<file path="src/rtl/shared_reg_arbiter_pkg.sv">
// rtl/shared_reg_arbiter_pkg.sv - shared types and helpers for the shared-register arbiter
//
// Purpose: FSM state type, parameter defaults and the round-robin pointer
// wrap helper, so other register sharers can reuse the same definitions.
// Ports: none (package).
package shared_reg_arbiter_pkg;

  typedef enum logic [1:0] {
    IDLE  = 2'd0,
    GRANT = 2'd1,
    WAIT  = 2'd2
  } state_e;

  localparam int DEF_NREQ    = 4;
  localparam int DEF_WIDTH   = 8;
  localparam int DEF_TIMEOUT = 15;

  // Next pointer after idx; wraps explicitly so non-power-of-two NREQ works.
  function automatic int unsigned rr_next(input int unsigned idx, input int unsigned nreq);
    return (idx + 1 >= nreq) ? 0 : idx + 1;
  endfunction

endpackage

</file>
<file path="src/rtl/shared_reg_arbiter_pick.sv">
// rtl/shared_reg_arbiter_pick.sv - combinational round-robin priority picker
//
// Purpose: pick the first set request bit searching upward from ptr, wrapping
// from NREQ-1 back to 0.
// Ports:
//   req    in  NREQ          request bits
//   ptr    in  clog2(NREQ)   search start index
//   onehot out NREQ          one-hot winner (zero when no request)
//   idx    out clog2(NREQ)   winner index
//   any    out 1             at least one request set
module rr_pick #(
  parameter int NREQ = 4
) (
  input  logic [NREQ-1:0]         req,
  input  logic [$clog2(NREQ)-1:0] ptr,
  output logic [NREQ-1:0]         onehot,
  output logic [$clog2(NREQ)-1:0] idx,
  output logic                    any
);

  localparam int PW = $clog2(NREQ);

  int unsigned cand;

  always_comb begin
    onehot = '0;
    idx    = '0;
    any    = 1'b0;
    cand   = 0;
    for (int k = 0; k < NREQ; k++) begin
      cand = (32'(ptr) + 32'(k)) % NREQ;
      if (!any && req[cand]) begin
        any          = 1'b1;
        idx          = PW'(cand);
        onehot[cand] = 1'b1;
      end
    end
  end

endmodule

</file>
<file path="src/rtl/shared_reg_arbiter.sv">
// rtl/shared_reg_arbiter.sv - round-robin arbiter sharing one register among requesters
//
// Purpose: grants one requester at a time, writes its word into the shared
// register, holds the grant until the request drops, and force-releases a
// requester that holds on for TIMEOUT cycles (sticky err).
// Ports:
//   clk     in  1            clock, rising edge
//   reset   in  1            synchronous active-low reset
//   req     in  NREQ         level requests
//   data    in  NREQ*WIDTH   requester words, requester i at [i*WIDTH +: WIDTH]
//   grant   out NREQ         registered one-hot grant
//   q       out WIDTH        shared register
//   q_owner out clog2(NREQ)  last requester written into q
//   q_valid out 1            q written since reset
//   busy    out 1            FSM not idle
//   err     out 1            sticky watchdog release flag
module shared_reg_arbiter
  import shared_reg_arbiter_pkg::*;
#(
  parameter int NREQ    = DEF_NREQ,
  parameter int WIDTH   = DEF_WIDTH,
  parameter int TIMEOUT = DEF_TIMEOUT
) (
  input  logic                    clk,
  input  logic                    reset,
  input  logic [NREQ-1:0]         req,
  input  logic [NREQ*WIDTH-1:0]   data,
  output logic [NREQ-1:0]         grant,
  output logic [WIDTH-1:0]        q,
  output logic [$clog2(NREQ)-1:0] q_owner,
  output logic                    q_valid,
  output logic                    busy,
  output logic                    err
);

  localparam int PW = $clog2(NREQ);
  localparam int CW = $clog2(TIMEOUT + 1);

  state_e            state_q, state_d;
  logic [NREQ-1:0]   grant_q, grant_d;
  logic [WIDTH-1:0]  q_q, q_d;
  logic [PW-1:0]     owner_q, owner_d;
  logic [PW-1:0]     ptr_q, ptr_d;
  logic [PW-1:0]     win_q, win_d;
  logic              valid_q, valid_d;
  logic              busy_q, busy_d;
  logic              err_q, err_d;
  logic [CW-1:0]     cnt_q, cnt_d;

  logic [NREQ-1:0]   pick_onehot;
  logic [PW-1:0]     pick_idx;
  logic              pick_any;

  rr_pick #(.NREQ(NREQ)) u_pick (
    .req    (req),
    .ptr    (ptr_q),
    .onehot (pick_onehot),
    .idx    (pick_idx),
    .any    (pick_any)
  );

  always_comb begin
    state_d = state_q;
    grant_d = grant_q;
    q_d     = q_q;
    owner_d = owner_q;
    ptr_d   = ptr_q;
    win_d   = win_q;
    valid_d = valid_q;
    busy_d  = busy_q;
    err_d   = err_q;
    cnt_d   = cnt_q;
    case (state_q)
      IDLE: begin
        if (pick_any) begin
          state_d = GRANT;
          grant_d = pick_onehot;
          win_d   = pick_idx;
          busy_d  = 1'b1;
        end
      end
      GRANT: begin
        // Write is committed regardless of the winner's req on this edge.
        q_d     = data[32'(win_q)*WIDTH +: WIDTH];
        owner_d = win_q;
        valid_d = 1'b1;
        cnt_d   = '0;
        state_d = WAIT;
      end
      WAIT: begin
        if (!req[win_q] || cnt_q == CW'(TIMEOUT - 1)) begin
          // Normal and forced release share the same updates; only err differs.
          if (req[win_q]) err_d = 1'b1;
          grant_d = '0;
          busy_d  = 1'b0;
          cnt_d   = '0;
          ptr_d   = PW'(rr_next(32'(win_q), NREQ));
          state_d = IDLE;
        end else begin
          cnt_d = cnt_q + CW'(1);
        end
      end
      default: state_d = IDLE;
    endcase
  end

  always_ff @(posedge clk) begin
    if (!reset) begin
      state_q <= IDLE;
      grant_q <= '0;
      q_q     <= '0;
      owner_q <= '0;
      ptr_q   <= '0;
      win_q   <= '0;
      valid_q <= 1'b0;
      busy_q  <= 1'b0;
      err_q   <= 1'b0;
      cnt_q   <= '0;
    end else begin
      state_q <= state_d;
      grant_q <= grant_d;
      q_q     <= q_d;
      owner_q <= owner_d;
      ptr_q   <= ptr_d;
      win_q   <= win_d;
      valid_q <= valid_d;
      busy_q  <= busy_d;
      err_q   <= err_d;
      cnt_q   <= cnt_d;
    end
  end

  assign grant   = grant_q;
  assign q       = q_q;
  assign q_owner = owner_q;
  assign q_valid = valid_q;
  assign busy    = busy_q;
  assign err     = err_q;

endmodule

</file>
<file path="config.mk">
export PLATFORM = sky130hd
export DESIGN_NAME = shared_reg_arbiter
export DESIGN_NICKNAME = d
export VERILOG_FILES = /design/src/rtl/shared_reg_arbiter_pkg.sv /design/src/rtl/shared_reg_arbiter_pick.sv /design/src/rtl/shared_reg_arbiter.sv
export SDC_FILE = /design/constraint.sdc
export NUM_CORES = 1
export LEC_CHECK = 0
export CAP_MARGIN = 20
export CORE_MARGIN = 3
export CORE_UTILIZATION = 41
export CTS_CLUSTER_DIAMETER = 50
export DETAILED_ROUTE_END_ITERATION = 6
export DONT_BUFFER_PORTS = 1
export GPL_TIMING_DRIVEN = 0
export PLACE_DENSITY = 0.54
export SYNTH_ARGS = -nofsm -noshare
export SYNTH_HDL_FRONTEND = slang
export SYNTH_HIERARCHICAL = 1
export SYNTH_SLANG_ARGS = --single-unit
</file>
<file path="constraint.sdc">
create_clock -name clk -period 5.4 [get_ports clk]
set_input_delay 1.08 -clock clk [delete_from_list [all_inputs] [get_ports clk]]
set_output_delay 1.08 -clock clk [all_outputs]
set_load 0.02 [all_outputs]
</file>
==> metrics <==
H-tree levels 1; initial antenna violation count 0; Fin. Hold Viols 0; Post-Syn Area around 1800 um^2; total CTS buffers 3; critical path required time roughly 5.6 ns; Clk pin slew, worst setup/hold paths about 0.090 ns; largest net degree at the start of global routing 17; RSZ-0062 raised after global routing no; FF+latch count, synth 27; # hold bufs at CTS 0; flop2flop setup slack between 2 and 3 ns; antenna cell count 0; TritonCTS clock tree yes; async set-reset flop share out of synthesis 0%; final setup violation count 0; clk sinks 27; type of destination of the critical path flip-flop; Worst-Margin Slew slightly below 0.7 ns; Post-CTS Resized 0; Initial Utilization between 40% and 50%; multi-input logic area between 1000 and 1500 um^2; CTS Root Cell clkbuf_8; top_reg_cell synth dfxtp_1; Die Ht between 70 and 80 um; DP HPWL between 3 and 4 mm; Final Skew between 0.009 and 0.01 ns; postcts setup bufs 0; gpl congestion approximately 0.76; Cell variety after synth 40; Synth area leaders dfxtp_1, mux4_2, mux2i_1; GRT Residual Overflow 0; syn nets ~230; Die ar. between 5000 and 6000 um^2; Core Box Area between 4000 and 5000 um^2; die width just over 70 um; Final #Nets between 200 and 250; top-count cell post-synth dfxtp_1; Synth Warn # 6; FILL cells about 400; num ports 55; Area growth syn-to-layout 6.11%; # DRC 0; fmax approximately 370 MHz; worst skew pair latency roughly 0.28 ns; Setup crit start kind flip-flop; vias post-DR ~1300; number of global-route vias before repair between 1000 and 1500; Max Cap Viol 0; crit path time final 2.67 ns; Starting DRT DRC Count 77; WL/cell between 15 and 20 um; Design Power around 600 uW; global-route wire length before repair about 6.1 mm; critical path fanouts, max 10; Worst EP arrival roughly 2.8 ns; Tcrit/Tclk final between 40% and 50%; number of synthesized flops with an enable pin 0; power per cell area around 320 nW/um^2; Slew Limit Fails 0; Yosys top cell area share 29.7%; number of port buffers 0; Yosys top cell by area dfxtp_1; register area share after synthesis between 20 and 30%; overall routed net length between 3 and 4 mm; first drt pass iteration count 4; DRT antenna net count 0; CTS Buffer Depth 2; Synth top cells by count dfxtp_1, mux2i_1, nand2_1, nor2_1, ha_1; gr usage total between 10% and 20%; Site Rows 23; worst vdd ir about 150 uV; layout cells sized above 1 15.6%; WS Path Type reg2reg; status completed; Worst Hold Class reg2reg; post-synthesis cell count ~180; mean post-synth cell area 10.4 um^2; Slew HR a little over half; Pleak about 0.70 nW; Sequential Area around 540 um^2; DR vias/cell between 5 and 6; setup total negative slack 0 ns
## cell usage in the layout, fill, tap and decap left out, types with 2 or more instances in the layout
master | netlist | routed
a21oi_1 | 3 | 3
a22oi_1 | 8 | 8
buf_2 | 2 | 2
buf_6 | 2 | 2
clkbuf_1 | 5 | 5
clkbuf_8 | 0 | 3
dfxtp_1 | 27 | 27
ha_1 | 13 | 13
inv_1 | 9 | 9
mux2_2 | 2 | 2
mux2i_1 | 20 | 20
mux4_1 | 2 | 2
mux4_2 | 11 | 11
nand2_1 | 17 | 17
nand3_1 | 3 | 3
nand3b_1 | 4 | 4
nor2_1 | 15 | 15
nor3_1 | 4 | 4
o21ai_0 | 5 | 5
xor2_1 | 2 | 2
## final timing paths
check | start | to | depth (start not counted)
min | state_q[1]$_SDFFE_PN0P_ | state_q[1]$_SDFFE_PN0P_ | 2
max reg2reg | ptr_q[1]$_SDFFE_PN0P_ | grant[2]$_SDFFE_PN0P_ | 9
min reg2reg | state_q[1]$_SDFFE_PN0P_ | state_q[1]$_SDFFE_PN0P_ | 2
max | ptr_q[1]$_SDFFE_PN0P_ | grant[2]$_SDFFE_PN0P_ | 9
## cell families (layout without fill, tap and decap cells)
family / after synthesis / count (layout) / share of synthesized area [%]
and+or+nand+nor: 50 / 50 / 13.7
muxes: 35 / 35 / 28.7
AOI/OAI and AO/OA: 27 / 27 / 12.5
DFF: 27 / 27 / 29.7
buffers and inverters: 20 / 24 / 5.08
adders and majority gates: 13 / 13 / 8.93
xor gates and xnor gates: 3 / 3 / 1.44
## worst max-delay path, stage by stage, from the launching register on
cell and delay, ns:
dfxtp_1 0.54, inv_1 0.16, ha_1 0.40, mux4_2 0.32, buf_6 0.16, nor3_1 0.26
nand2b_1 0.19, mux2i_1 0.26, a31oi_4 0.10, mux2i_1 0.17
## metrics by stage
stage	setup slack, ns	area (um^2)	std cells	utilization, %	hold slack (ns)
after floorplan	2.78	1820	175	-	0.451
after global placement	2.65	1880	225	45.5	0.468
after detailed placement	2.57	1880	225	45.5	0.476
after CTS	2.69	1930	229	46.6	0.492
after global routing	2.45	1930	229	46.6	0.550
final	2.73	1930	229	46.6	0.491
## layer usage
metal	GRT usage [%]	vias up	wire length [um]
met5	0	-	0
met4	3.48	0	23
met3	3.03	4	195
met2	22.7	25	1910
met1	20.3	640	1750
li1	-	654	-
## registers in the layout (all words and copies together) (netlist names)
name,count
win_q,2
grant,4
q,8
busy,1
err,1
state_q,2
cnt_q,4
ptr_q,2
q_owner,2
q_valid,1
## layout make-up
class                      count  share of cell area [%]
clock buffer                   3                    2.14
inverter                      10                    1.94
tap                           50                    3.24
clock inverter                 1                   0.388
buffer                        10                    2.85
sequential                    27                    28.0
multi-input combinational    128                    61.5
## report_power, final
part | switching, mW | internal, mW | leakage [nW]
Clock | 0.0647 | 0.0524 | 0.0217
Sequential | 0.0474 | 0.229 | 0.221
Combinational | 0.116 | 0.104 | 0.459
Note: power is estimated with default switching activity, not from simulation.
